===== config.mk =====
export PLATFORM = sky130hd
export DESIGN_NAME = pong_ball_engine
export DESIGN_NICKNAME = d
export VERILOG_FILES = /design/src/rtl/pong_pkg.sv /design/src/rtl/frame_tick_sync.sv /design/src/rtl/pong_ball_engine.sv
export SDC_FILE = /design/constraint.sdc
export NUM_CORES = 1
export LEC_CHECK = 0
export ABC_AREA = 1
export CAP_MARGIN = 20
export CORE_UTILIZATION = 25
export DETAILED_ROUTE_END_ITERATION = 10
export DONT_BUFFER_PORTS = 1
export GPL_TIMING_DRIVEN = 1
export PLACE_DENSITY = 0.4
export RECOVER_POWER = 25
export SYNTH_ARGS = -nofsm -noshare
export SYNTH_HDL_FRONTEND = slang
export SYNTH_SLANG_ARGS = --single-unit

===== constraint.sdc =====
create_clock -name clk50M -period 5.6 [get_ports clk50M]
set_clock_uncertainty 0.2 [all_clocks]
set_input_delay 0 -clock clk50M [delete_from_list [all_inputs] [get_ports clk50M]]
set_output_delay 0 -clock clk50M [all_outputs]
set_load 0.005 [all_outputs]

===== src/rtl/pong_pkg.sv =====
`default_nettype none
//============================================================================
// Package : pong_pkg
// Brief   : Shared screen geometry, FSM state and direction encodings for
//           the pong game-logic stage.
// Rev     : 1.0
//============================================================================
package pong_pkg;

    localparam int unsigned c_screen_w = 640;
    localparam int unsigned c_screen_h = 480;

    // Serve position: top-left corner that centres an 8-pixel ball.
    localparam logic [9:0] c_cx = 10'd316;
    localparam logic [9:0] c_cy = 10'd236;

    typedef enum logic [1:0] {
        ST_SERVE = 2'd0,
        ST_PLAY  = 2'd1,
        ST_PAUSE = 2'd2,
        ST_OVER  = 2'd3
    } state_t;

    // DIR_POS is right on the x axis and down on the y axis.
    typedef enum logic {
        DIR_POS = 1'b0,
        DIR_NEG = 1'b1
    } dir_t;

    function automatic logic paddle_overlap(
        input logic [9:0]  ball_y,
        input logic [9:0]  pad_y,
        input logic [10:0] ball_size,
        input logic [10:0] pad_h
    );
        return (({1'b0, ball_y} + ball_size) > {1'b0, pad_y}) &&
               ({1'b0, ball_y} < ({1'b0, pad_y} + pad_h));
    endfunction

endpackage : pong_pkg
`default_nettype wire


===== src/rtl/frame_tick_sync.sv =====
`default_nettype none
//============================================================================
// Module : frame_tick_sync
// Brief  : Two-flop synchronizer plus rising-edge detector for endofframe.
// Rev    : 1.0
//============================================================================
module frame_tick_sync (
    input  logic clk,
    input  logic rst,
    input  logic i_level,
    output logic o_tick
);

    logic r_sync1_q;
    logic r_sync2_q;
    logic r_prev_q;
    logic w_sync1_d;
    logic w_sync2_d;
    logic w_prev_d;

    always_comb begin
        w_sync1_d = i_level;
        w_sync2_d = r_sync1_q;
        w_prev_d  = r_sync2_q;
    end

    // All flops reset high so a level already high at reset is not a tick.
    always_ff @(posedge clk) begin
        if (rst) begin
            r_sync1_q <= 1'b1;
            r_sync2_q <= 1'b1;
            r_prev_q  <= 1'b1;
        end else begin
            r_sync1_q <= w_sync1_d;
            r_sync2_q <= w_sync2_d;
            r_prev_q  <= w_prev_d;
        end
    end

    assign o_tick = r_sync2_q & ~r_prev_q;

endmodule : frame_tick_sync
`default_nettype wire


===== src/rtl/pong_ball_engine.sv =====
`default_nettype none
//============================================================================
// Module : pong_ball_engine
// Brief  : Per-frame ball motion, wall/paddle bounces, scoring and the
//          serve / pause / game-over sequencing.
// Rev    : 1.0
//============================================================================
module pong_ball_engine
    import pong_pkg::*;
#(
    parameter int BALL_SIZE    = 8,
    parameter int BALL_SPEED   = 2,
    parameter int PADDLE_W     = 10,
    parameter int PADDLE_H     = 60,
    parameter int P1_X         = 5,
    parameter int P2_X         = 600,
    parameter int PAUSE_FRAMES = 60,
    parameter int WIN_SCORE    = 7
) (
    input  logic       clk50M,
    input  logic       reset,
    input  logic       endofframe,
    input  logic       serve,
    input  logic [9:0] paddle_one_y,
    input  logic [9:0] paddle_two_y,
    output logic [9:0] ball_x,
    output logic [9:0] ball_y,
    output logic [3:0] score_one,
    output logic [3:0] score_two,
    output logic       point_pulse,
    output logic       game_over
);

    localparam int c_cnt_w = (PAUSE_FRAMES > 2) ? $clog2(PAUSE_FRAMES) : 1;

    // 11-bit forms keep the edge compares free of wrap-around.
    localparam logic [10:0] c_size_w    = 11'(BALL_SIZE);
    localparam logic [10:0] c_speed_w   = 11'(BALL_SPEED);
    localparam logic [10:0] c_pad_h_w   = 11'(PADDLE_H);
    localparam logic [10:0] c_p1_edge_w = 11'(P1_X + PADDLE_W);
    localparam logic [10:0] c_p2_x_w    = 11'(P2_X);
    localparam logic [10:0] c_scr_w_w   = 11'(c_screen_w);
    localparam logic [10:0] c_scr_h_w   = 11'(c_screen_h);

    localparam logic [9:0] c_speed   = 10'(BALL_SPEED);
    localparam logic [9:0] c_p1_edge = 10'(P1_X + PADDLE_W);
    localparam logic [9:0] c_p2_stop = 10'(P2_X - BALL_SIZE);
    localparam logic [9:0] c_floor   = 10'(c_screen_h - BALL_SIZE);
    localparam logic [3:0] c_win     = 4'(WIN_SCORE);
    localparam logic [c_cnt_w-1:0] c_cnt_last = c_cnt_w'(PAUSE_FRAMES - 1);

    state_t              r_state_q, w_state_d;
    logic [9:0]          r_ball_x_q, w_ball_x_d;
    logic [9:0]          r_ball_y_q, w_ball_y_d;
    dir_t                r_dx_q, w_dx_d;
    dir_t                r_dy_q, w_dy_d;
    logic [3:0]          r_score_one_q, w_score_one_d;
    logic [3:0]          r_score_two_q, w_score_two_d;
    logic [c_cnt_w-1:0]  r_cnt_q, w_cnt_d;
    logic                r_armed_q, w_armed_d;
    logic                r_point_pulse_q, w_point_pulse_d;

    logic       w_tick;
    logic [9:0] w_x_step, w_y_step;
    dir_t       w_dx_step, w_dy_step;
    logic       w_hit_one, w_hit_two;
    logic       w_miss_left, w_miss_right;
    logic [3:0] w_score_one_inc, w_score_two_inc;
    logic       w_won;
    logic       w_game_over;

    frame_tick_sync u_frame_tick_sync (
        .clk     (clk50M),
        .rst     (reset),
        .i_level (endofframe),
        .o_tick  (w_tick)
    );

    // Candidate ball motion for this frame; only committed on a PLAY tick.
    always_comb begin
        w_hit_one    = paddle_overlap(r_ball_y_q, paddle_one_y, c_size_w, c_pad_h_w);
        w_hit_two    = paddle_overlap(r_ball_y_q, paddle_two_y, c_size_w, c_pad_h_w);
        w_y_step     = r_ball_y_q;
        w_dy_step    = r_dy_q;
        w_x_step     = r_ball_x_q;
        w_dx_step    = r_dx_q;
        w_miss_left  = 1'b0;
        w_miss_right = 1'b0;

        if (r_dy_q == DIR_NEG && {1'b0, r_ball_y_q} < c_speed_w) begin
            w_y_step  = '0;
            w_dy_step = DIR_POS;
        end else if (r_dy_q == DIR_POS &&
                     ({1'b0, r_ball_y_q} + c_size_w + c_speed_w) > c_scr_h_w) begin
            w_y_step  = c_floor;
            w_dy_step = DIR_NEG;
        end else if (r_dy_q == DIR_NEG) begin
            w_y_step = r_ball_y_q - c_speed;
        end else begin
            w_y_step = r_ball_y_q + c_speed;
        end

        if (r_dx_q == DIR_NEG) begin
            if ({1'b0, r_ball_x_q} >= c_p1_edge_w &&
                ({1'b0, r_ball_x_q} - c_speed_w) < c_p1_edge_w && w_hit_one) begin
                w_x_step  = c_p1_edge;
                w_dx_step = DIR_POS;
            end else if ({1'b0, r_ball_x_q} < c_speed_w) begin
                w_miss_left = 1'b1;
            end else begin
                w_x_step = r_ball_x_q - c_speed;
            end
        end else begin
            if (({1'b0, r_ball_x_q} + c_size_w) <= c_p2_x_w &&
                ({1'b0, r_ball_x_q} + c_size_w + c_speed_w) > c_p2_x_w && w_hit_two) begin
                w_x_step  = c_p2_stop;
                w_dx_step = DIR_NEG;
            end else if (({1'b0, r_ball_x_q} + c_size_w + c_speed_w) > c_scr_w_w) begin
                w_miss_right = 1'b1;
            end else begin
                w_x_step = r_ball_x_q + c_speed;
            end
        end
    end

    // Scores saturate at the winning value.
    always_comb begin
        w_score_one_inc = (r_score_one_q < c_win) ? r_score_one_q + 4'd1 : r_score_one_q;
        w_score_two_inc = (r_score_two_q < c_win) ? r_score_two_q + 4'd1 : r_score_two_q;
        w_won = w_miss_left ? (w_score_two_inc == c_win) : (w_score_one_inc == c_win);
    end

    always_ff @(posedge clk50M) begin
        if (reset) begin
            r_state_q <= ST_SERVE;
        end else begin
            r_state_q <= w_state_d;
        end
    end

    always_comb begin
        w_state_d = r_state_q;
        case (r_state_q)
            ST_SERVE: begin
                if (r_armed_q && serve) begin
                    w_state_d = ST_PLAY;
                end
            end
            ST_PLAY: begin
                if (w_tick && (w_miss_left || w_miss_right)) begin
                    if (w_won) begin
                        w_state_d = ST_OVER;
                    end else begin
                        w_state_d = ST_PAUSE;
                    end
                end
            end
            ST_PAUSE: begin
                if (w_tick && r_cnt_q == c_cnt_last) begin
                    w_state_d = ST_SERVE;
                end
            end
            ST_OVER: begin
                if (serve) begin
                    w_state_d = ST_SERVE;
                end
            end
            default: w_state_d = ST_SERVE;
        endcase
    end

    always_comb begin
        w_game_over = (r_state_q == ST_OVER);
    end

    // Datapath updates; the armed flag only survives while sitting in SERVE.
    always_comb begin
        w_ball_x_d      = r_ball_x_q;
        w_ball_y_d      = r_ball_y_q;
        w_dx_d          = r_dx_q;
        w_dy_d          = r_dy_q;
        w_score_one_d   = r_score_one_q;
        w_score_two_d   = r_score_two_q;
        w_cnt_d         = r_cnt_q;
        w_armed_d       = 1'b0;
        w_point_pulse_d = 1'b0;
        case (r_state_q)
            ST_SERVE: begin
                w_ball_x_d = c_cx;
                w_ball_y_d = c_cy;
                w_armed_d  = r_armed_q | ~serve;
            end
            ST_PLAY: begin
                if (w_tick) begin
                    if (w_miss_left || w_miss_right) begin
                        w_ball_x_d      = c_cx;
                        w_ball_y_d      = c_cy;
                        w_cnt_d         = '0;
                        w_point_pulse_d = 1'b1;
                        if (w_miss_left) begin
                            w_dx_d        = DIR_NEG;
                            w_score_two_d = w_score_two_inc;
                        end else begin
                            w_dx_d        = DIR_POS;
                            w_score_one_d = w_score_one_inc;
                        end
                    end else begin
                        w_ball_x_d = w_x_step;
                        w_ball_y_d = w_y_step;
                        w_dx_d     = w_dx_step;
                        w_dy_d     = w_dy_step;
                    end
                end
            end
            ST_PAUSE: begin
                if (w_tick) begin
                    w_cnt_d = (r_cnt_q == c_cnt_last) ? '0 : r_cnt_q + c_cnt_w'(1);
                end
            end
            ST_OVER: begin
                w_ball_x_d = c_cx;
                w_ball_y_d = c_cy;
                if (serve) begin
                    w_score_one_d = '0;
                    w_score_two_d = '0;
                end
            end
            default: ;
        endcase
    end

    always_ff @(posedge clk50M) begin
        if (reset) begin
            r_ball_x_q      <= c_cx;
            r_ball_y_q      <= c_cy;
            r_dx_q          <= DIR_POS;
            r_dy_q          <= DIR_POS;
            r_score_one_q   <= '0;
            r_score_two_q   <= '0;
            r_cnt_q         <= '0;
            r_armed_q       <= 1'b0;
            r_point_pulse_q <= 1'b0;
        end else begin
            r_ball_x_q      <= w_ball_x_d;
            r_ball_y_q      <= w_ball_y_d;
            r_dx_q          <= w_dx_d;
            r_dy_q          <= w_dy_d;
            r_score_one_q   <= w_score_one_d;
            r_score_two_q   <= w_score_two_d;
            r_cnt_q         <= w_cnt_d;
            r_armed_q       <= w_armed_d;
            r_point_pulse_q <= w_point_pulse_d;
        end
    end

    assign ball_x      = r_ball_x_q;
    assign ball_y      = r_ball_y_q;
    assign score_one   = r_score_one_q;
    assign score_two   = r_score_two_q;
    assign point_pulse = r_point_pulse_q;
    assign game_over   = w_game_over;

endmodule : pong_ball_engine
`default_nettype wire


==> results of run 1 <==
[critical path: stages (launching register included)]
cell           delay [ns]
dfxtp_1              0.71
ha_1                 0.29
inv_1                0.08
nor2_1               0.15
nand4_1              0.09
nand2_1              0.14
inv_1                0.09
ha_1                 0.32
nand2_1              0.06
nor2_1               0.14
o211ai_1             0.11
a21oi_1              0.29
nand2_1              0.22
nor2_1               0.23
o21ai_0              0.12
nor2_1               0.13
nor2_1               0.05
nor2_1               0.07
dlygate4sd3_1        0.56
[timing repair]
item / in CTS / in global routing
endpoints found under the hold margin: 27 / 0
setup endpoints to repair: 0 / 0
hold buffers: 5 / 0
[layer usage]
metal,GRT usage [%],up-vias,routed length [um]
met2,25.4,71,6460
li1,-,2562,-
met4,2.75,0,104
met1,21.2,2159,7610
met5,0,-,0
met3,1.87,7,421
[final timing paths]
path                                          startpoint                                endpoint  slack, ns
setup reg to reg                  ball_y[3]$_SDFFE_PP1P_                  ball_x[1]$_SDFFE_PP0P_       1.50
hold / removal                                endofframe  u_frame_tick_sync.r_sync1_q$_SDFF_PP1_       0.15
setup / recovery                  ball_y[3]$_SDFFE_PP1P_                  ball_x[1]$_SDFFE_PP0P_       1.50
hold reg to reg   u_frame_tick_sync.r_sync2_q$_SDFF_PP1_   u_frame_tick_sync.r_prev_q$_SDFF_PP1_       0.22
[cell usage in the layout, fill, tap and decap left out, types with 2 or more instances in the layout]
cell type / netlist / layout
nand2_1: 194 / 194
nor2_1: 110 / 110
inv_1: 105 / 105
nand3_1: 60 / 60
ha_1: 57 / 57
a21oi_1: 51 / 51
o21ai_0: 45 / 45
dfxtp_1: 42 / 42
xor2_1: 27 / 27
nand4_1: 13 / 13
nor3_1: 8 / 8
xnor2_1: 7 / 7
a211oi_1: 5 / 5
or2_2: 5 / 5
clkbuf_16: 0 / 5
o21bai_1: 4 / 4
inv_2: 4 / 4
nand3b_1: 4 / 4
dlygate4sd3_1: 0 / 4
nand2_2: 3 / 3
nand3_2: 3 / 3
nor2_2: 3 / 3
nor4_1: 3 / 3
o21a_1: 3 / 3
o211ai_1: 3 / 3
a21o_1: 2 / 2
nand2_4: 2 / 2
[kinds of logic (layout without fill, tap and decap cells)]
kind of cell               count (synthesis)  count (layout)  synth area share, %
and+or+nand+nor                          411             411                 36.8
buffers and inverters                    125             123                 10.4
AOI/OAI and AO/OA                        121             121                 13.9
adders and majority gates                 57              57                 14.8
DFF                                       42              42                 17.5
xor gates and xnor gates                  35              35                 6.54
other                                      1               1               0.0781
[state kept, by name, indices dropped and copies added, names as in the netlist]
register,count
ball_y,9
u_frame_tick_sync.r_prev_q,1
r_dx_q,1
r_dy_q,1
score_two,4
u_frame_tick_sync.r_sync1_q,1
point_pulse,1
u_frame_tick_sync.r_sync2_q,1
r_state_q,2
r_armed_q,1
ball_x,10
score_one,4
r_cnt_q,6
[report_power, final]
part	total [uW]	internal, uW	switching (uW)
Clock	337	220	117
Sequential	488	359	130
Combinational	846	303	543
[layout make-up]
cell class	count	area [sq um]
Timing Repair Buffer	5	43.8
Fill cell	2150	13500
Tap cell	234	293
Clock inverter	1	30.0
Inverter	111	419
Multi-Input combinational cell	625	3460
Sequential cell	42	841
Clock buffer	6	139
[per-stage QoR]
step | hold WS (ns) | util [%]
6_report | 0.148 | 27.9
5_1_grt | 0.158 | 27.9
4_1_cts | 0.137 | 27.9
3_5_place_dp | -0.122 | 26.7
3_3_place_gp | -0.123 | 26.7
2_1_floorplan | -0.108 | -
==> results.yml, run 1 <==
status:
  status: "finished clean"
grt:
  grt_max_degree: 26
  track_usage_pct: 15.2
  grt_remaining_overflow: 0
  antenna_found_initial: 0
  grt_pass1_vias: 4739
  grt_pass1_wl_mm: 24.3
die:
  io_pins: 54
  start_util_pct: 25.6
  placementRows: 50
  fp.dieArea_sq_um: 19800
  die_x_um: 141
  core-area_sq_um: 18800
  die_y_um: 141
logic_synthesis:
  synth-edff-count: 0
  yosysSeqAreaShare_pct: 17.5
  synth-warning-count: 0
  synthDistinctLibCells: 44
  ys_ff_latch: 42
  syn_area_sq_um: 4800
  synthFlopType: "dfxtp_1"
  yosysMostFrequentCell: "nand2_1"
  postSynthCellCount: 792
  synthTopCellsByArea: "dfxtp_1 18%, nand2_1 15%, ha_1 15%"
  synth.largest_area_cell: "dfxtp_1"
  synth.top_cell.area_share_pct: 17.5
  synthTopCellsByCount: "194 x nand2_1, 110 x nor2_1, 105 x inv_1"
  avgSynthCellArea_sq_um: 6.07
  syn-num-nets: 873
  synthArstFlopShare_pct: 0
cells_and_area:
  antenna_cells: 0
  area_growth_pct: 8.83
  nets: 871
  stdcell_count: 1024
  finalInstanceArea_sq_um: 5230
  drive_gt1_share_pct: 3.92
detailed_routing:
  ant_nets: 0
  vias_per_cell: 4.69
  drt_iter0_markers: 225
  drc: 0
  first_pass_iters: 6
  vias: 4799
  wl_per_cell_um: 14.3
  routed_wl_mm: 14.6
placement:
  globalplace.congestion: 0.782
  dp_slack_ns: 1.89
  place_area_sq_um: 5020
  hpwl_mm: 11.5
  dp_cells: 1012
  port_buffers: 0
clock_network:
  ctsResizeCount: 0
  postCtsSetupRepairBufs: 0
  cts_root_buf: "clkbuf_16"
  h-tree-depth: 2
  cts_tree: "done"
  clk_pin_slew_ns: 0.06
  clk_latency_ns: 0.28
  cts_buffer_depth: 2
  cts.sinks: 42
  cts_made_buffers: 5
sta:
  tightest_slew_ns: 1.40
  setup_slack_ns: 1.50
  hold_violations: 0
  slew_viol_final: 0
  min_period_ns: 4.10
  setup_viol: 0
  slew_headroom_pct: 6.84
  fin_tns_setup_ns: 0
  fin_crit_sh_pct: 73.2
  fmax_ghz: 0.244
  rsz0062_at_grt: "false"
worst_hold_path:
  hold_path_class: "primary input to flop"
  min_path_cells: 2
worst_setup_path:
  start_kind: "flop"
  cp_data_arrival_time_ns: 4.13
  worstSetupPathType: "flop to flop"
  endpoint_kind: "flop"
  cp_max_fo: 13
  cp.required_ns: 5.63
  rr_worst_depth: 18
power:
  p_per_area_nw_per_um2: 320
  finalPower_uw: 1670
  vdd_drop_max_mv: 0.175
  p_leak_uw: 0.00249
run:
  max_cap_violations: 0
Power figures use the tool's default switching activity.
==> inputs of run 2 (changes only) <==
clock period = 4.1 ns   (was 5.6 ns; I/O delays follow)
==> run 2 against run 1 <==
Against the previous run:
- first-iteration DRC count decreased by 11%
- sequential share of layout area barely moved
- via count grew 0.92%
- register-to-register slack lost 0.82 ns
- die area is the same
- count of clock-buffer cells in the layout rose by 1
- routed wire length about the same
- total power is 34% higher
- worst setup slack got worse by 0.82 ns
- maximum frequency up 20%
- critical path depth rose by 1
- worst hold slack improved by 0.0053 ns
- critical path type unchanged
- highest routed layer unchanged
==> results.yml, run 2 (synthesis results as in run 1) <==
status:
  status: "finished clean"
grt:
  antenna_found_initial: 1
  grt_max_degree: 26
  grt_pass1_wl_mm: 23.6
  grt_pass1_vias: 4670
  track_usage_pct: 14.7
  grt_remaining_overflow: 0
cells_and_area:
  largest_reg_flops: 10
  layout_common_cells: "194 x nand2_1, 110 x nor2_1, 105 x inv_1"
  multi_input_area_sq_um: 3460
  drive_gt1_share_pct: 4.53
  postLayoutCoreUtil_pct: 27.9
  fillers: 2138
  nets: 875
  area_growth_pct: 9.17
  regArea_sq_um: 841
  final_common_cell: "nand2_1"
sta:
  hold_violations: 0
  slew_headroom_pct: 56.1
  fin_crit_sh_pct: 83.4
  slew_viol_final: 0
  fin_tns_setup_ns: 0
  tightest_slew_ns: 0.658
  fmax_ghz: 0.292
  rsz0062_at_grt: "false"
  min_period_ns: 3.42
  setup_viol: 0
power:
  vdd_drop_max_mv: 0.224
  p_leak_uw: 0.00250
  p_per_area_nw_per_um2: 427
die:
  die_y_um: 141
  fp.dieArea_sq_um: 19800
  placementRows: 50
  die_x_um: 141
  core-area_sq_um: 18800
  io_pins: 54
  start_util_pct: 25.6
worst_setup_path:
  cpMostUsedCell: "nand2_1"
  cp.required_ns: 4.08
  cp_data_arrival_time_ns: 3.40
  critPathSlowestCell: "dfxtp_1"
  start_kind: "flop"
  crit_chain: "ha_1 -> inv_1 -> nor2_1 -> nand4_1 -> nand2_1 -> inv_1 -> ha_1 -> and3_1 -> nand2_1 -> nand2_1 -> nand2_1 -> nand2_1 -> nand2_1 -> nor2_2 -> nand2_4 -> nand3_4 -> nand3_1 -> o21ai_0 -> nand2_1"
  max_stage_delay_ns: 0.58
  worstSetupPathType: "flop to flop"
  endpoint_kind: "flop"
  cp_max_fo: 9
clock_network:
  cts_made_buffers: 5
  ctsResizeCount: 0
  postCtsSetupRepairBufs: 0
  cts_buffer_depth: 2
  cts_root_buf: "clkbuf_16"
  h-tree-depth: 2
  clk_latency_ns: 0.29
  cts.sinks: 42
  holdBufCountCts: 3
  clk_pin_slew_ns: 0.06
  cts_tree: "done"
detailed_routing:
  wl_per_cell_um: 14.2
  wl_met3_um: 701
  vias_per_cell: 4.70
  first_pass_iters: 6
  drc: 0
  ant_nets: 0
  routed_wl_mm: 14.6
  wl_met2_mm: 6.47
  drt_iter0_markers: 200
  m1WireLength_mm: 7.28
  top_layer: "met4"
  vias: 4843
placement:
  hpwl_mm: 11.5
  globalplace.congestion: 0.836
  port_buffers: 0
worst_hold_path:
  hold_path_class: "primary input to flop"
run:
  max_cap_violations: 0
-- run 2: metal layers --
metal | up-vias | track usage (%)
li1 | 2563 | -
met4 | 0 | 2.80
met3 | 11 | 2.14
met2 | 92 | 24.4
met5 | - | 0
met1 | 2177 | 20.3
-- run 2: power by group --
| group | leakage [uW] | switching, uW | internal, uW | total (uW) |
|---|---|---|---|---|
| registers | 0.000342 | 152 | 490 | 641 |
| clock network | 0.0000739 | 166 | 242 | 408 |
| logic | 0.00208 | 766 | 426 | 1190 |
-- run 2: cell type report --
cell class	instances	area share, %
clock buffer	7	2.72
inverter	111	7.99
sequential	42	16.0
multi-input combinational	625	66.0
tap	234	5.58
antenna	1	0.0477
clock inverter	1	0.0954
timing repair buffer	9	1.50
-- run 2: path summary, 6_finish.rpt --
check / cells past startpoint / slack, ns / to / from
setup / recovery: 19 / 0.68 / ball_y[2]$_SDFFE_PP1P_ / ball_y[3]$_SDFFE_PP1P_
hold / removal: 2 / 0.15 / u_frame_tick_sync.r_sync1_q$_SDFF_PP1_ / endofframe
hold reg to reg: 1 / 0.21 / u_frame_tick_sync.r_sync2_q$_SDFF_PP1_ / u_frame_tick_sync.r_sync1_q$_SDFF_PP1_
setup reg to reg: 19 / 0.68 / ball_y[2]$_SDFFE_PP1P_ / ball_y[3]$_SDFFE_PP1P_
-- run 2: worst max-delay path: cells and delay by family, from the launching register on --
family                     cells  cell delay [ns]
buffers and inverters          2             0.19
adders and majority gates      2             0.56
DFF                            1             0.58
and+or+nand+nor               14             1.53
AOI/OAI and AO/OA              1             0.24
-- run 2: stage by stage --
stage | setup WS [ns] | cells | area, sq um | hold slack [ns] | total power (uW)
floorplan | 1.21 | 792 | 4800 | -0.108 | 1530
global placement | 0.677 | 1017 | 5050 | -0.124 | 1880
detailed placement | 0.627 | 1017 | 5050 | -0.123 | 1840
CTS | 0.609 | 1028 | 5230 | 0.146 | 2270
global route | 0.275 | 1030 | 5250 | 0.150 | 2480
finish | 0.680 | 1030 | 5250 | 0.153 | 2240
